==> config.mk <==
export PLATFORM = sky130hd
export DESIGN_NAME = z80_int_timer
export DESIGN_NICKNAME = d
export VERILOG_FILES = /design/src/rtl/z80_int_timer_pkg.sv /design/src/rtl/z80_int_timer_tick.sv /design/src/rtl/z80_int_timer.sv
export SDC_FILE = /design/constraint.sdc
export NUM_CORES = 1
export LEC_CHECK = 0
export BUFFER_PORTS_ARGS = -buffer_cell sky130_fd_sc_hd__buf_4
export CORE_UTILIZATION = 53
export CTS_CLUSTER_DIAMETER = 100
export DETAILED_ROUTE_END_ITERATION = 12
export GPL_TIMING_DRIVEN = 1
export PLACE_DENSITY = 0.75
export SKIP_LAST_GASP = 1
export SYNTH_ARGS = -nofsm -noshare
export SYNTH_HDL_FRONTEND = slang
export SYNTH_HIERARCHICAL = 1
export SYNTH_SLANG_ARGS = --single-unit
==> constraint.sdc <==
create_clock -name cpu_clk -period 2.4 [get_ports cpu_clk]
set_input_delay 0.12 -clock cpu_clk [delete_from_list [all_inputs] [get_ports cpu_clk]]
set_output_delay 0.12 -clock cpu_clk [all_outputs]
set_load 0.01 [all_outputs]
==> src/rtl/z80_int_timer_pkg.sv <==
// z80_int_timer shared definitions.
// Register map, CTRL bit positions and acknowledge states.
package z80_int_timer_pkg;

    localparam logic [1:0] REG_CTRL   = 2'd0;
    localparam logic [1:0] REG_CNT_LO = 2'd1;
    localparam logic [1:0] REG_CNT_HI = 2'd2;
    localparam logic [1:0] REG_VECTOR = 2'd3;

    localparam int BIT_EN      = 0;
    localparam int BIT_IE      = 1;
    localparam int BIT_ONESHOT = 2;
    localparam int BIT_CLR     = 7;
    localparam int BIT_PEND    = 7;

    typedef enum logic {
        IDLE = 1'b0,
        ACK  = 1'b1
    } ack_state_t;

endpackage

==> src/rtl/z80_int_timer_tick.sv <==
// Prescaler for z80_int_timer.
// Divides cpu_clk down to a one-cycle tick every PRESCALE cycles.
module tick_prescaler #(
    parameter int PRESCALE = 16
) (
    input  logic cpu_clk,
    input  logic n_RST,
    input  logic en,
    input  logic clr,
    output logic tick
);

    localparam int W = (PRESCALE > 1) ? $clog2(PRESCALE) : 1;
    localparam logic [W-1:0] LAST = W'(PRESCALE - 1);

    logic [W-1:0] pcnt_q;
    logic [W-1:0] pcnt_d;

    // Next count; clr discards any tick on the same cycle.
    always_comb begin
        pcnt_d = pcnt_q;
        tick   = 1'b0;
        if (clr) begin
            pcnt_d = '0;
        end else if (en) begin
            if (pcnt_q == LAST) begin
                pcnt_d = '0;
                tick   = 1'b1;
            end else begin
                pcnt_d = pcnt_q + 1'b1;
            end
        end
    end

    // Prescaler count register.
    always_ff @(posedge cpu_clk or negedge n_RST) begin
        if (!n_RST) pcnt_q <= '0;
        else        pcnt_q <= pcnt_d;
    end

endmodule

==> src/rtl/z80_int_timer.sv <==
// I/O-mapped 16-bit interval timer with Z80 mode-2 vectored interrupt.
// Counter, registers and acknowledge FSM; prescaler is a sub-unit.
module z80_int_timer
    import z80_int_timer_pkg::*;
#(
    parameter int PRESCALE = 16
) (
    input  logic       cpu_clk,
    input  logic       n_RST,
    input  logic       ce,
    input  logic       rd,
    input  logic       wr,
    input  logic [1:0] addr,
    input  logic [7:0] data_in,
    output logic [7:0] data_out,
    output logic       data_oe,
    output logic       intreq,
    input  logic       intack
);

    logic        wr_prev_q, wr_prev_d;
    logic        en_q, en_d;
    logic        ie_q, ie_d;
    logic        os_q, os_d;
    logic        pend_q, pend_d;
    logic [15:0] cnt_q, cnt_d;
    logic [15:0] reload_q, reload_d;
    logic [7:0]  hi_q, hi_d;
    logic [7:0]  vec_q, vec_d;
    ack_state_t  state_q;

    logic wr_pulse;
    logic wr_ctrl;
    logic load;
    logic tick;
    logic ack_exit;

    assign wr_pulse = ce & wr & ~wr_prev_q;
    assign wr_ctrl  = wr_pulse & (addr == REG_CTRL);
    assign load     = wr_ctrl & data_in[BIT_EN] & ~en_q;
    assign ack_exit = (state_q == ACK) & ~intack;
    assign intreq   = pend_q & ie_q;

    tick_prescaler #(
        .PRESCALE(PRESCALE)
    ) u_presc (
        .cpu_clk(cpu_clk),
        .n_RST  (n_RST),
        .en     (en_q),
        .clr    (load),
        .tick   (tick)
    );

    // Register writes, counting and PEND set/clear (set wins).
    always_comb begin
        wr_prev_d = ce & wr;
        en_d      = en_q;
        ie_d      = ie_q;
        os_d      = os_q;
        pend_d    = pend_q;
        cnt_d     = cnt_q;
        reload_d  = reload_q;
        hi_d      = hi_q;
        vec_d     = vec_q;

        if (wr_ctrl) begin
            en_d = data_in[BIT_EN];
            ie_d = data_in[BIT_IE];
            os_d = data_in[BIT_ONESHOT];
            if (data_in[BIT_CLR]) pend_d = 1'b0;
        end
        if (wr_pulse && addr == REG_CNT_LO) reload_d[7:0]  = data_in;
        if (wr_pulse && addr == REG_CNT_HI) reload_d[15:8] = data_in;
        if (wr_pulse && addr == REG_VECTOR) vec_d = {data_in[7:1], 1'b0};

        if (ack_exit) pend_d = 1'b0;

        if (load) begin
            cnt_d = reload_q;
        end else if (tick) begin
            if (cnt_q == 16'd1) begin
                pend_d = 1'b1;
                if (os_q) begin
                    cnt_d = 16'd0;
                    en_d  = 1'b0;
                end else begin
                    cnt_d = reload_q;
                end
            end else begin
                cnt_d = cnt_q - 16'd1;
            end
        end

        if (ce && rd && addr == REG_CNT_LO) hi_d = cnt_q[15:8];
    end

    // Read / vector output mux; ACK drive has priority.
    always_comb begin
        data_out = 8'h00;
        data_oe  = 1'b0;
        if (state_q == ACK) begin
            data_out = vec_q;
            data_oe  = 1'b1;
        end else if (ce && rd) begin
            data_oe = 1'b1;
            unique case (addr)
                REG_CTRL: begin
                    data_out           = 8'h00;
                    data_out[BIT_PEND] = pend_q;
                    data_out[BIT_EN]   = en_q;
                    data_out[BIT_IE]   = ie_q;
                    data_out[BIT_ONESHOT] = os_q;
                end
                REG_CNT_LO: data_out = cnt_q[7:0];
                REG_CNT_HI: data_out = hi_q;
                REG_VECTOR: data_out = vec_q;
            endcase
        end
    end

    // Timer state registers.
    always_ff @(posedge cpu_clk or negedge n_RST) begin
        if (!n_RST) begin
            wr_prev_q <= 1'b0;
            en_q      <= 1'b0;
            ie_q      <= 1'b0;
            os_q      <= 1'b0;
            pend_q    <= 1'b0;
            cnt_q     <= 16'h0000;
            reload_q  <= 16'h0000;
            hi_q      <= 8'h00;
            vec_q     <= 8'h00;
        end else begin
            wr_prev_q <= wr_prev_d;
            en_q      <= en_d;
            ie_q      <= ie_d;
            os_q      <= os_d;
            pend_q    <= pend_d;
            cnt_q     <= cnt_d;
            reload_q  <= reload_d;
            hi_q      <= hi_d;
            vec_q     <= vec_d;
        end
    end

    // Interrupt acknowledge state machine.
    always_ff @(posedge cpu_clk or negedge n_RST) begin
        if (!n_RST) begin
            state_q <= IDLE;
        end else begin
            unique case (state_q)
                IDLE: if (intack && intreq) state_q <= ACK;
                ACK:  if (!intack)          state_q <= IDLE;
            endcase
        end
    end

endmodule
==> impl_results.rst, run 1 <==
.. list-table::
   :header-rows: 1

   * - Metric
     - Value
   * - Run status
     - finished, final reports clean
   * - Worst Reg-to-Reg Cells
     - 5
   * - Count of H-tree levels built during CTS
     - 3
   * - Final-report max-slew violation count
     - 0
   * - Maximum number of pins on one net before global-route repair
     - 58
   * - Overall die area
     - 5925 um2
   * - All-layer global routing usage
     - 26.67%
   * - Root Buffer Master
     - sky130_fd_sc_hd__clkbuf_8
   * - Syn_area_per_cell
     - 10.79 um2
   * - Classification of the worst-slack hold path
     - input pin to flip-flop
   * - Yosys top cell by area
     - sky130_fd_sc_hd__dfrtp_1
   * - Cell depth of the worst min-delay path
     - 2
   * - Post-Syn Instances
     - 276
   * - Antenna cells
     - 0
   * - Yosys reg bits
     - 57
   * - Most instantiated flip-flop cell in the synthesis netlist
     - sky130_fd_sc_hd__dfrtp_1
   * - Synth Cell Area
     - 2979 um2
   * - Net count reported at finish
     - 330
   * - PnR worst setup slack
     - 0.06631 ns
   * - TritonCTS clock tree
     - built
   * - Clock skew
     - 0.01144 ns
   * - Hold Fails Final Rpt
     - 0
   * - Share of cells above drive strength 1
     - 29.75%
   * - Worst Setup Start Kind
     - flip-flop
   * - Clock insertion delay at the later pin of the skew report
     - 0.34 ns
   * - Die span in y
     - 76.98 um
   * - DRC violation count after routing
     - 0
   * - Count of clock tree sinks
     - 57
   * - Critical path required time
     - 2.62 ns
   * - Initial cell density of the core
     - 56.53%
   * - Fin crit period
     - 2.334 ns
   * - Post-layout instance area
     - 3491 um2
   * - Maximum clock frequency
     - 428.5 MHz
   * - Initial detailed-routing violation count
     - 196
   * - Max IR drop VDD
     - 0.4711 mV
   * - Post-DR vias/cell
     - 6.210
   * - Relative max-transition margin
     - 52.37%
   * - # port buffers
     - 25
   * - Area after DPL
     - 3256 um2
   * - Via total after detailed routing
     - 2397
   * - Ranking of synthesized cells by area
     - sky130_fd_sc_hd__dfrtp_1, sky130_fd_sc_hd__mux2_2, sky130_fd_sc_hd__nand2_1
   * - Arrival time at the worst endpoint
     - 2.55 ns
   * - Distinct cell type count after synthesis
     - 51
   * - Max-cap violations
     - 0
   * - Remaining global-route overflow
     - 0
   * - Clock buffer count from CTS
     - 9
   * - Wire length of the first global-routing pass
     - 11970 um
   * - Yosys synthesis warning count
     - 6
   * - Routed WL per cell
     - 18.53 um
   * - # setup viols final
     - 0
   * - Sequential cell area fraction in the yosys report
     - 47.88%
   * - Die outline width
     - 76.98 um
   * - Kind of end point of the critical path
     - flip-flop
   * - Total nets after synthesis
     - 295
   * - Leakage
     - 1.502 nW
   * - Power Density
     - 892.1 nW/um2
   * - Router iterations before antenna repair
     - 4
   * - Share of the cycle needed by the critical path after routing
     - 97.24%
   * - HPWL after detailed placement
     - 5068 um
   * - Maximum fanout along the worst path
     - 9
   * - Core Footprint
     - 5270 um2
   * - Async SR Flop Fraction
     - 100.0%
   * - Worst setup slack after placement
     - 0.1039 ns
   * - DRT Wirelength
     - 7152 um
   * - Number of flops mapped to enable cells by yosys
     - 0
   * - Number of placed I/O pins
     - 26
   * - Type of the setup path with the least slack
     - flip-flop to flip-flop
   * - Initial antenna violation count
     - 0
   * - Vias in the first global route
     - 2361
   * - Global placement routability congestion
     - 0.9315
   * - Worst slew pin tran
     - 0.7145 ns
   * - Longest Clk Path Bufs
     - 2
   * - Antenna viol nets, final
     - 0
   * - Clock-pin slew on the worst setup and hold paths
     - 0.06 ns
   * - List of most frequent post-synthesis cells
     - sky130_fd_sc_hd__dfrtp_1, sky130_fd_sc_hd__mux2_2, sky130_fd_sc_hd__nand2_1
   * - Portion of synthesized cell area occupied by the leading cell type
     - 47.88%
   * - Layout area overhead
     - 17.18%
   * - Most used standard cell by instance count after synthesis
     - sky130_fd_sc_hd__dfrtp_1
   * - Standard-cell rows
     - 26
==> final timing paths <==
check	from	endpoint	slack (ns)
worst max-delay path	cnt_q[8]	cnt_q[14]	0.07
worst min-delay path	wr	wr_prev_q	0.02
worst max register to register	cnt_q[8]	cnt_q[14]	0.07
worst min register to register	reload_q[10]	cnt_q[10]	0.50
max in group asynchronous	n_RST	hi_q[7]	1.54
min in group asynchronous	n_RST	vec_q[2]	0.36
==> cells by family (layout without fill, tap and decap cells) <==
logic type      after synthesis  after routing  share of synthesized area [%]
simple gates                 92             92                          17.93
compound gates               63             63                          15.04
flops                        57             57                          47.88
mux                          37             37                          13.82
buf+inv                      22             62                          3.486
fa+ha+maj                     3              3                          1.260
xor+xnor                      2              2                         0.5881
==> metal layers <==
| metal | vias up | GRT usage [%] | part of all wire [%] |
|---|---|---|---|
| met5 | - | 0 | 0 |
| met4 | 0 | 14.72 | 2.2 |
| met3 | 12 | 5.357 | 7.6 |
| met2 | 98 | 39.46 | 46 |
| met1 | 1170 | 36.65 | 44 |
| li1 | 1117 | - | - |
==> critical path: stages, from the launching register on <==
cell and delay [ns]:
sky130_fd_sc_hd__dfrtp_1 0.45, sky130_fd_sc_hd__or4_1 0.73, sky130_fd_sc_hd__or3_1 0.41, sky130_fd_sc_hd__o21ai_0 0.26
sky130_fd_sc_hd__a21oi_1 0.11, sky130_fd_sc_hd__a211o_1 0.26
==> layout by cell type, fill, tap and decap left out, drive strengths merged, types with 2 or more instances in the layout <==
cell,synthesis,final
clkinvlp,0,2
a211oi,3,3
nor2b,7,7
nor2,8,8
buf,7,38
a32oi,5,5
clkbuf,9,11
o311ai,3,3
a32o,2,2
or2,2,2
inv,6,6
clkinv,0,2
nand4,4,4
mux2,33,33
or3,7,7
nand3,9,9
ha,3,3
nand2b,4,4
a22o,3,3
o21ai,14,14
mux2i,4,4
o31ai,9,9
dfrtp,57,57
dlygate4sd3,0,2
a22oi,4,4
o211ai,3,3
and2,2,2
a21oi,11,11
nor3,7,7
nor4,6,6
nand2,23,23
or4,7,7
==> where the power goes <==
group / switching [mW] / total, mW / internal, mW
clock network: 0.373 / 0.876 / 0.503
registers: 0.270 / 1.49 / 1.22
logic: 0.361 / 0.752 / 0.391
total: 1.00 / 3.11 / 2.11
==> repair_timing <==
| action | in CTS | in global routing |
|---|---|---|
| hold endpoints to repair | 58 | 0 |
| gates resized for setup | 0 | 1 |
| buffers inserted | 0 | 2 |
| endpoints found under the setup margin | 0 | 7 |
| hold buffers | 2 | 0 |
==> through the flow <==
step                      hold slack, ns  util, %  setup TNS [ns]  power (mW)  std cells
final                            0.02311    66.24               0       3.114        386
after global routing             0.02532    66.24       -0.002612       3.320        386
after CTS                        0.01766    65.88               0       3.111        384
after detailed placement          0.2159    61.78               0       2.233        366
after global placement            0.2112    61.78               0       2.193        366
after floorplan                  -0.1756        -               0       1.958        276
==> final cells by class <==
cell class / instances / area, um2
clock inverters: 5 / 55.05
multi-input cells: 197 / 1449
repair buffers: 40 / 309.0
flip-flops and latches: 57 / 1426
well taps: 70 / 87.58
inverters: 6 / 22.52
fillers: 412 / 1779
clock buffers: 11 / 141.4
==> sequential cells by signal (all words and copies together), names as in the netlist, 4 cells and up <==
register,flops
reload_q,16
vec_q,7
u_presc/pcnt_q,4
cnt_q,16
hi_q,8
Note: power is estimated with default switching activity, not from simulation.
==> run 2: changes to the inputs <==
- SETUP_SLACK_MARGIN: unset -> 0.2
- SYNTH_HIERARCHICAL: 1 -> unset
==> run 2 against run 1 <==
Net effect:
- first-iteration DRC count is 9.7% higher
- global-route usage is 0.32 points lower
- critical endpoint is now cnt_q[2]
- register-to-register slack better by 0.27 ns
- largest power group unchanged
- non-clock buffer count stayed put
==> impl_results.rst, run 2 <==
.. list-table::
   :header-rows: 1

   * - Metric
     - Value
   * - Crit Reg-Reg Endpoint
     - cnt_q[2]
   * - Yosys synthesis warning count
     - 0 (-6)
   * - Kind of end point of the critical path
     - flip-flop
   * - Max IR drop VDD
     - 0.4881 mV (+3.6%)
   * - Clock insertion delay at the later pin of the skew report
     - 0.33 ns (about the same)
   * - Endpoint with the worst hold slack
     - wr_prev_q
   * - Clock-pin slew on the worst setup and hold paths
     - 0.06 ns (about the same)
   * - Die outline width
     - 76.99 um (about the same)
   * - Final-report max-slew violation count
     - 0 (unchanged)
   * - # setup viols final
     - 0 (unchanged)
   * - Cell depth of the worst min-delay path
     - 2 (unchanged)
   * - Number of flops mapped to enable cells by yosys
     - 0 (unchanged)
   * - Root Buffer Master
     - sky130_fd_sc_hd__clkbuf_8
   * - Worst R2R Start
     - cnt_q[1]
   * - Worst Setup Start Kind
     - flip-flop
   * - Post-DR vias/cell
     - 6.147 (-1.0%)
   * - Synth Cell Area
     - 2980 um2 (about the same)
   * - Launch instance of the worst min-delay path
     - wr
   * - List of most frequent post-synthesis cells
     - sky130_fd_sc_hd__dfrtp_1, sky130_fd_sc_hd__mux2_2, sky130_fd_sc_hd__nand2_1
   * - Antenna viol nets, final
     - 0 (unchanged)
   * - Highest metal layer used by the detailed router
     - met4
   * - Type of the setup path with the least slack
     - flip-flop to flip-flop
   * - DRT Wirelength
     - 7311 um (+2.2%)
   * - Vias in the first global route
     - 2311 (-2.1%)
   * - Standard-cell rows
     - 26 (unchanged)
   * - Most instantiated flip-flop cell in the synthesis netlist
     - sky130_fd_sc_hd__dfrtp_1
   * - Die span in y
     - 76.99 um (about the same)
   * - Clock buffer count from CTS
     - 9 (unchanged)
   * - Run status
     - finished, final reports clean
   * - Count of H-tree levels built during CTS
     - 3 (unchanged)
   * - Portion of synthesized cell area occupied by the leading cell type
     - 47.86% (about the same)
   * - Unrepaired setup endpoints after global routing
     - no
   * - Sequential cell area fraction in the yosys report
     - 47.86% (about the same)
   * - Total negative setup slack
     - 0 ns (unchanged)
   * - Remaining global-route overflow
     - 0 (unchanged)
   * - All-layer global routing usage
     - 26.35% (-0.32 points)
   * - HPWL after detailed placement
     - 5320 um (+5.0%)
   * - Most used standard cell by instance count after synthesis
     - sky130_fd_sc_hd__dfrtp_1
   * - Share of cells above drive strength 1
     - 31.48% (+1.7 points)
   * - TritonCTS clock tree
     - built
   * - Hold Fails Final Rpt
     - 0 (unchanged)
   * - Syn_area_per_cell
     - 10.76 um2 (-0.32%)
   * - Utilization after layout
     - 66.31% (+0.071 points)
   * - Maximum number of pins on one net before global-route repair
     - 58 (unchanged)
   * - Number of placed I/O pins
     - 26 (unchanged)
   * - Met2 wire length
     - 3375 um (+3.1%)
   * - Async SR Flop Fraction
     - 100.0% (unchanged)
   * - Minimum hold slack
     - 0.02257 ns (-0.0005467 ns)
   * - Worst setup slack after placement
     - 0.3883 ns (+0.2844 ns)
   * - DRC violation count after routing
     - 0 (unchanged)
   * - # placed instances
     - 377 (+3.0%)
   * - Yosys top cell by area
     - sky130_fd_sc_hd__dfrtp_1
   * - Routed WL per cell
     - 18.56 um (+0.15%)
   * - Clock skew
     - 0.008387 ns (-0.003053 ns)
   * - Maximum clock frequency
     - 484.3 MHz (+13%)
   * - Share of the cycle needed by the critical path after routing
     - 86.04% (-11 points)
   * - Routed length on met3
     - 424 um (-22%)
   * - Antenna cells
     - 0 (unchanged)
   * - CP cell instances
     - inv_1 -> ha_1 -> nor4b_2 -> nand4_2 -> nand2_1 -> nor3b_1 -> a221o_1
   * - # port buffers
     - 25 (unchanged)
   * - Initial antenna violation count
     - 0 (unchanged)
   * - Post-layout instance area
     - 3495 um2 (+0.11%)
   * - Overall die area
     - 5927 um2 (about the same)
   * - Leading cell types in the layout, fill and taps excluded
     - sky130_fd_sc_hd__dfrtp_1, sky130_fd_sc_hd__buf_4, sky130_fd_sc_hd__mux2_2
   * - Most common cell after layout, fill and taps aside
     - sky130_fd_sc_hd__dfrtp_1
   * - Core Footprint
     - 5270 um2 (unchanged)
   * - Post-CTS Repair Setup Buffers
     - 0 (unchanged)
   * - Maximum fanout along the worst path
     - 7 (-2)
   * - Relative max-transition margin
     - 52.88% (+0.51 points)
   * - Via total after detailed routing
     - 2422 (+1.0%)
   * - Final std cells w/o fill
     - 394 (+2.1%)
   * - Router iterations before antenna repair
     - 4 (unchanged)
   * - Classification of the worst-slack hold path
     - input pin to flip-flop
   * - Leakage
     - 1.450 nW (-3.5%)
   * - Initial cell density of the core
     - 56.55% (about the same)
   * - Ranking of synthesized cells by area
     - sky130_fd_sc_hd__dfrtp_1, sky130_fd_sc_hd__mux2_2, sky130_fd_sc_hd__nand2_1
   * - PnR worst setup slack
     - 0.3351 ns (+0.2688 ns)
   * - Footprint of the multi-input gates
     - 1499 um2 (+3.5%)
   * - Flop2flop setup slack
     - 0.34 ns (+0.27 ns)
   * - Largest stage delay, worst path
     - 0.44 ns (-0.29 ns)
   * - Critical path's slowest cell
     - sky130_fd_sc_hd__dfrtp_1
   * - Worst slew pin tran
     - 0.7068 ns (-0.007660 ns)
   * - Layout filler cell count
     - 440 (+6.8%)
   * - Power Density
     - 792.4 nW/um2 (-11%)
   * - Critical path required time
     - 2.61 ns (about the same)
   * - Post-Syn Instances
     - 277 (+0.36%)
   * - Count of clock tree sinks
     - 57 (unchanged)
   * - Layout area overhead
     - 17.25% (about the same)
   * - Routed met1 length
     - 3334 um (+5.0%)
   * - Global placement routability congestion
     - 0.9571 (+2.7%)
   * - Initial detailed-routing violation count
     - 215 (+9.7%)
   * - Fin crit period
     - 2.065 ns (-0.2688 ns)
   * - Worst Reg-to-Reg Cells
     - 7 (+2)
   * - Top Registers
     - cnt_q: 16 flops, reload_q: 16 flops, hi_q: 8 flops
   * - Arrival time at the worst endpoint
     - 2.28 ns (-0.27 ns)
   * - Yosys reg bits
     - 57 (unchanged)
   * - Net count reported at finish
     - 339 (+2.7%)
   * - Max-cap violations
     - 0 (unchanged)
   * - Distinct cell type count after synthesis
     - 52 (+2.0%)
   * - Longest Clk Path Bufs
     - 2 (unchanged)
   * - Area taken by flip-flops and latches
     - 1426 um2 (unchanged)
   * - Area after DPL
     - 3313 um2 (+1.8%)
   * - Total nets after synthesis
     - 296 (+0.34%)
   * - Sum of internal, switching and leakage power
     - 2.769 mW (-11%)
   * - Wire length of the first global-routing pass
     - 11640 um (-2.8%)
==> run 2: how the worst max path moves through the flow <==
stage              from         to  slack [ns]
6_report       cnt_q[1]   cnt_q[2]        0.34
5_1_grt        cnt_q[1]   cnt_q[2]        0.22
4_1_cts            en_q  cnt_q[10]        0.39
3_5_place_dp       en_q  cnt_q[10]        0.39
3_3_place_gp       en_q  cnt_q[10]        0.45
2_1_floorplan      en_q  cnt_q[10]        0.49
==> run 2: worst max-delay path, delay by kind of cell, from the launching register on <==
| family | cells | cell delay [ns] |
|---|---|---|
| AOI/OAI and AO/OA | 1 | 0.26 |
| adders and majority gates | 1 | 0.14 |
| DFF | 1 | 0.44 |
| and+or+nand+nor | 4 | 1.02 |
| buffers and inverters | 1 | 0.10 |
==> run 2: final cells by class <==
cell class / count / share of cell area, %
multi-input combinational: 208 / 42.89
timing repair buffer: 40 / 8.736
sequential: 57 / 40.82
clock inverter: 4 / 0.5729
clock buffer: 11 / 4.046
tap: 70 / 2.506
inverter: 4 / 0.4296
==> run 2: report_power, final <==
group	internal, mW	switching (mW)
clock network	0.389	0.354
logic	0.312	0.262
registers	1.18	0.267
==> run 2: layer usage <==
layer / vias up / GRT usage [%]
li1: 1132 / -
met1: 1184 / 37.37
met2: 87 / 39.73
met3: 19 / 3.810
met4: 0 / 12.64
met5: - / 0
==> run 2: cells by family after synthesis <==
kind of cell / after synthesis / share of synthesized area [%]
DFF: 57 / 47.86
buffers and inverters: 12 / 1.847
AOI/OAI and AO/OA: 62 / 14.69
adders and majority gates: 3 / 1.260
muxes: 34 / 12.80
and+or+nand+nor: 109 / 21.54
==> run 2: timing repair <==
| item | in CTS | in global routing |
|---|---|---|
| hold buffers | 2 | 0 |
| gates resized for setup | 0 | 0 |
| endpoints found under the hold margin | 58 | 0 |
==> run 3: changes to the inputs <==
- CORE_ASPECT_RATIO: unset -> 1.5
==> run 3 against run 2 <==
Net effect:
- critical path depth is 1 lower
- via count is 1.6% lower
- global-route usage is 1.4 points higher
- largest cell class unchanged
- sequential share of layout area is 0.41 points lower
- worst setup slack better by 0.013 ns
- worst hold slack worse by 0.0093 ns
- clock power is 19% higher
==> impl_results.rst, run 3 (same netlist as run 2, synthesis figures left out) <==
.. list-table::
   :header-rows: 1

   * - Metric
     - Value
   * - Routed met1 length
     - 3179 um (-4.6%)
   * - CP cell instances
     - ha_1 -> nand3_1 -> nor2_1 -> nand2_1 -> or3_1 -> nand3_1
   * - Area after DPL
     - 3313 um2 (unchanged)
   * - Initial cell density of the core
     - 54.68% (-1.9 points)
   * - Leading cell types in the layout, fill and taps excluded
     - sky130_fd_sc_hd__dfrtp_1, sky130_fd_sc_hd__buf_4, sky130_fd_sc_hd__mux2_2
   * - Fin crit period
     - 2.052 ns (-0.01262 ns)
   * - Final-report max-slew violation count
     - 0 (unchanged)
   * - Most Frequent Cell on Critical Path
     - sky130_fd_sc_hd__nand3_1
   * - Initial antenna violation count
     - 0 (unchanged)
   * - Maximum number of pins on one net before global-route repair
     - 58 (unchanged)
   * - # port buffers
     - 25 (unchanged)
   * - Share of cells above drive strength 1
     - 31.79% (+0.31 points)
   * - Layout area overhead
     - 18.43%
   * - # setup viols final
     - 0 (unchanged)
   * - Post-CTS Repair Setup Buffers
     - 0 (unchanged)
   * - Antenna viol nets, final
     - 0 (unchanged)
   * - Initial detailed-routing violation count
     - 118 (-45%)
   * - Total negative setup slack
     - 0 ns (unchanged)
   * - Highest metal layer used by the detailed router
     - met4
   * - Longest Clk Path Bufs
     - 2 (unchanged)
   * - Critical path's slowest cell
     - sky130_fd_sc_hd__or3_1
   * - Max-cap violations
     - 0 (unchanged)
   * - Worst setup slack after placement
     - 0.3159 ns (-0.07241 ns)
   * - Critical path required time
     - 2.68 ns (+0.07 ns)
   * - Via total after detailed routing
     - 2384 (-1.6%)
   * - Top Registers
     - cnt_q: 16 flops, reload_q: 16 flops, hi_q: 8 flops
   * - Clock insertion delay at the later pin of the skew report
     - 0.34 ns (about the same)
   * - Maximum clock frequency
     - 487.3 MHz (+0.61%)
   * - # placed instances
     - 377 (unchanged)
   * - Clock-pin slew on the worst setup and hold paths
     - 0.07 ns (about the same)
   * - Maximum fanout along the worst path
     - 7 (unchanged)
   * - Antenna cells
     - 0 (unchanged)
   * - Run status
     - finished, final reports clean
   * - Most common cell after layout, fill and taps aside
     - sky130_fd_sc_hd__dfrtp_1
   * - Die span in y
     - 93.84 um (+22%)
   * - Kind of end point of the critical path
     - flip-flop
   * - Clock buffer count from CTS
     - 9 (unchanged)
   * - Post-DR vias/cell
     - 6.051 (-1.6%)
   * - Power Density
     - 818.6 nW/um2 (+3.3%)
   * - Overall die area
     - 5934 um2 (+0.10%)
   * - Routed length on met3
     - 188 um (-56%)
   * - PnR worst setup slack
     - 0.3477 ns (+0.01262 ns)
   * - Worst Setup Start Kind
     - flip-flop
   * - Remaining global-route overflow
     - 0 (unchanged)
   * - Met2 wire length
     - 3806 um (+13%)
   * - Type of the setup path with the least slack
     - flip-flop to flip-flop
   * - Relative max-transition margin
     - 52.61% (-0.27 points)
   * - Largest stage delay, worst path
     - 0.44 ns (about the same)
   * - DRC violation count after routing
     - 0 (unchanged)
   * - Share of the cycle needed by the critical path after routing
     - 85.51% (-0.53 points)
   * - Arrival time at the worst endpoint
     - 2.33 ns (+0.05 ns)
   * - Vias in the first global route
     - 2470 (+6.9%)
   * - Die outline width
     - 63.23 um (-18%)
   * - Net count reported at finish
     - 339 (unchanged)
   * - Classification of the worst-slack hold path
     - input pin to flip-flop
   * - Standard-cell rows
     - 33 (+27%)
   * - Sum of internal, switching and leakage power
     - 2.889 mW (+4.3%)
   * - Router iterations before antenna repair
     - 4 (unchanged)
   * - Clock skew
     - 0.008813 ns (+0.0004260 ns)
   * - Max IR drop VDD
     - 0.6345 mV (+30%)
   * - Routed WL per cell
     - 18.66 um (+0.59%)
   * - Count of clock tree sinks
     - 57 (unchanged)
   * - Wire length of the first global-routing pass
     - 12300 um (+5.7%)
   * - Unrepaired setup endpoints after global routing
     - no
   * - Core Footprint
     - 5450 um2 (+3.4%)
   * - Leakage
     - 1.463 nW (+0.95%)
   * - All-layer global routing usage
     - 27.78% (+1.4 points)
   * - Root Buffer Master
     - sky130_fd_sc_hd__clkbuf_8
   * - TritonCTS clock tree
     - built
   * - Final std cells w/o fill
     - 394 (unchanged)
   * - Number of placed I/O pins
     - 26 (unchanged)
   * - HPWL after detailed placement
     - 5411 um (+1.7%)
   * - Hold Fails Final Rpt
     - 0 (unchanged)
   * - Global placement routability congestion
     - 0.9030 (-5.7%)
   * - DRT Wirelength
     - 7354 um (+0.59%)
   * - Worst slew pin tran
     - 0.7109 ns (+0.004066 ns)
   * - Post-layout instance area
     - 3530 um2 (+1.0%)
   * - Count of H-tree levels built during CTS
     - 3 (unchanged)
run 3: changes by cell type in the layout (fill, tap and decap cells not counted):
cell                        before  now
sky130_fd_sc_hd__clkinv_2        4    2
sky130_fd_sc_hd__and4_1          1    0
sky130_fd_sc_hd__and4_2          0    1
sky130_fd_sc_hd__bufinv_16       0    1
sky130_fd_sc_hd__clkbuf_8       10   11
run 3: metrics by stage:
step                utilization [%]  hold slack, ns
finish                        64.76         0.01325
global route                  64.76         0.02480
CTS                           64.74        0.003046
detailed placement            60.79          0.2211
global placement              60.79          0.2129
floorplan                         -         -0.1756
run 3: area by class of cell:
cell class | instances | area [um2]
clock inverter | 3 | 40.04
tap | 70 | 87.58
sequential | 57 | 1426
fill | 472 | 1921
multi-input combinational | 208 | 1500
clock buffer | 12 | 155.1
inverter | 4 | 15.01
timing repair buffer | 40 | 305.3
run 3: what timing repair did:
item	4_1_cts	5_1_grt
endpoints found under the setup margin	0	2
hold buffers	2	0
gates resized for setup	0	1
hold endpoints to repair	58	0
run 3: worst paths after layout:
kind / from / to / slack, ns / cells after the start
max: u_presc.pcnt_q[0] / cnt_q[13] / 0.35 / 6
min: wr / wr_prev_q / 0.01 / 2
max reg2reg: u_presc.pcnt_q[0] / cnt_q[13] / 0.35 / 6
min reg2reg: reload_q[10] / cnt_q[10] / 0.50 / 1
max in group asynchronous: n_RST / reload_q[0] / 1.55 / 2
min in group asynchronous: n_RST / vec_q[5] / 0.38 / 2
run 3: critical path, delay by kind of cell (launching register included):
family                   cells  cell delay, ns
adder cells (fa/ha/maj)      1            0.26
AND/OR/NAND/NOR              5            1.33
flip-flops                   1            0.41
run 3: power by group:
part,total (mW),switching (mW),internal (mW)
combinational,0.557,0.250,0.307
clock,0.889,0.363,0.527
sequential,1.44,0.258,1.18
run 3: layer usage:
metal	track usage, %	up-vias
li1	-	1123
met5	0	-
met3	4.976	16
met2	47.76	46
met1	34.42	1199
met4	10.80	0
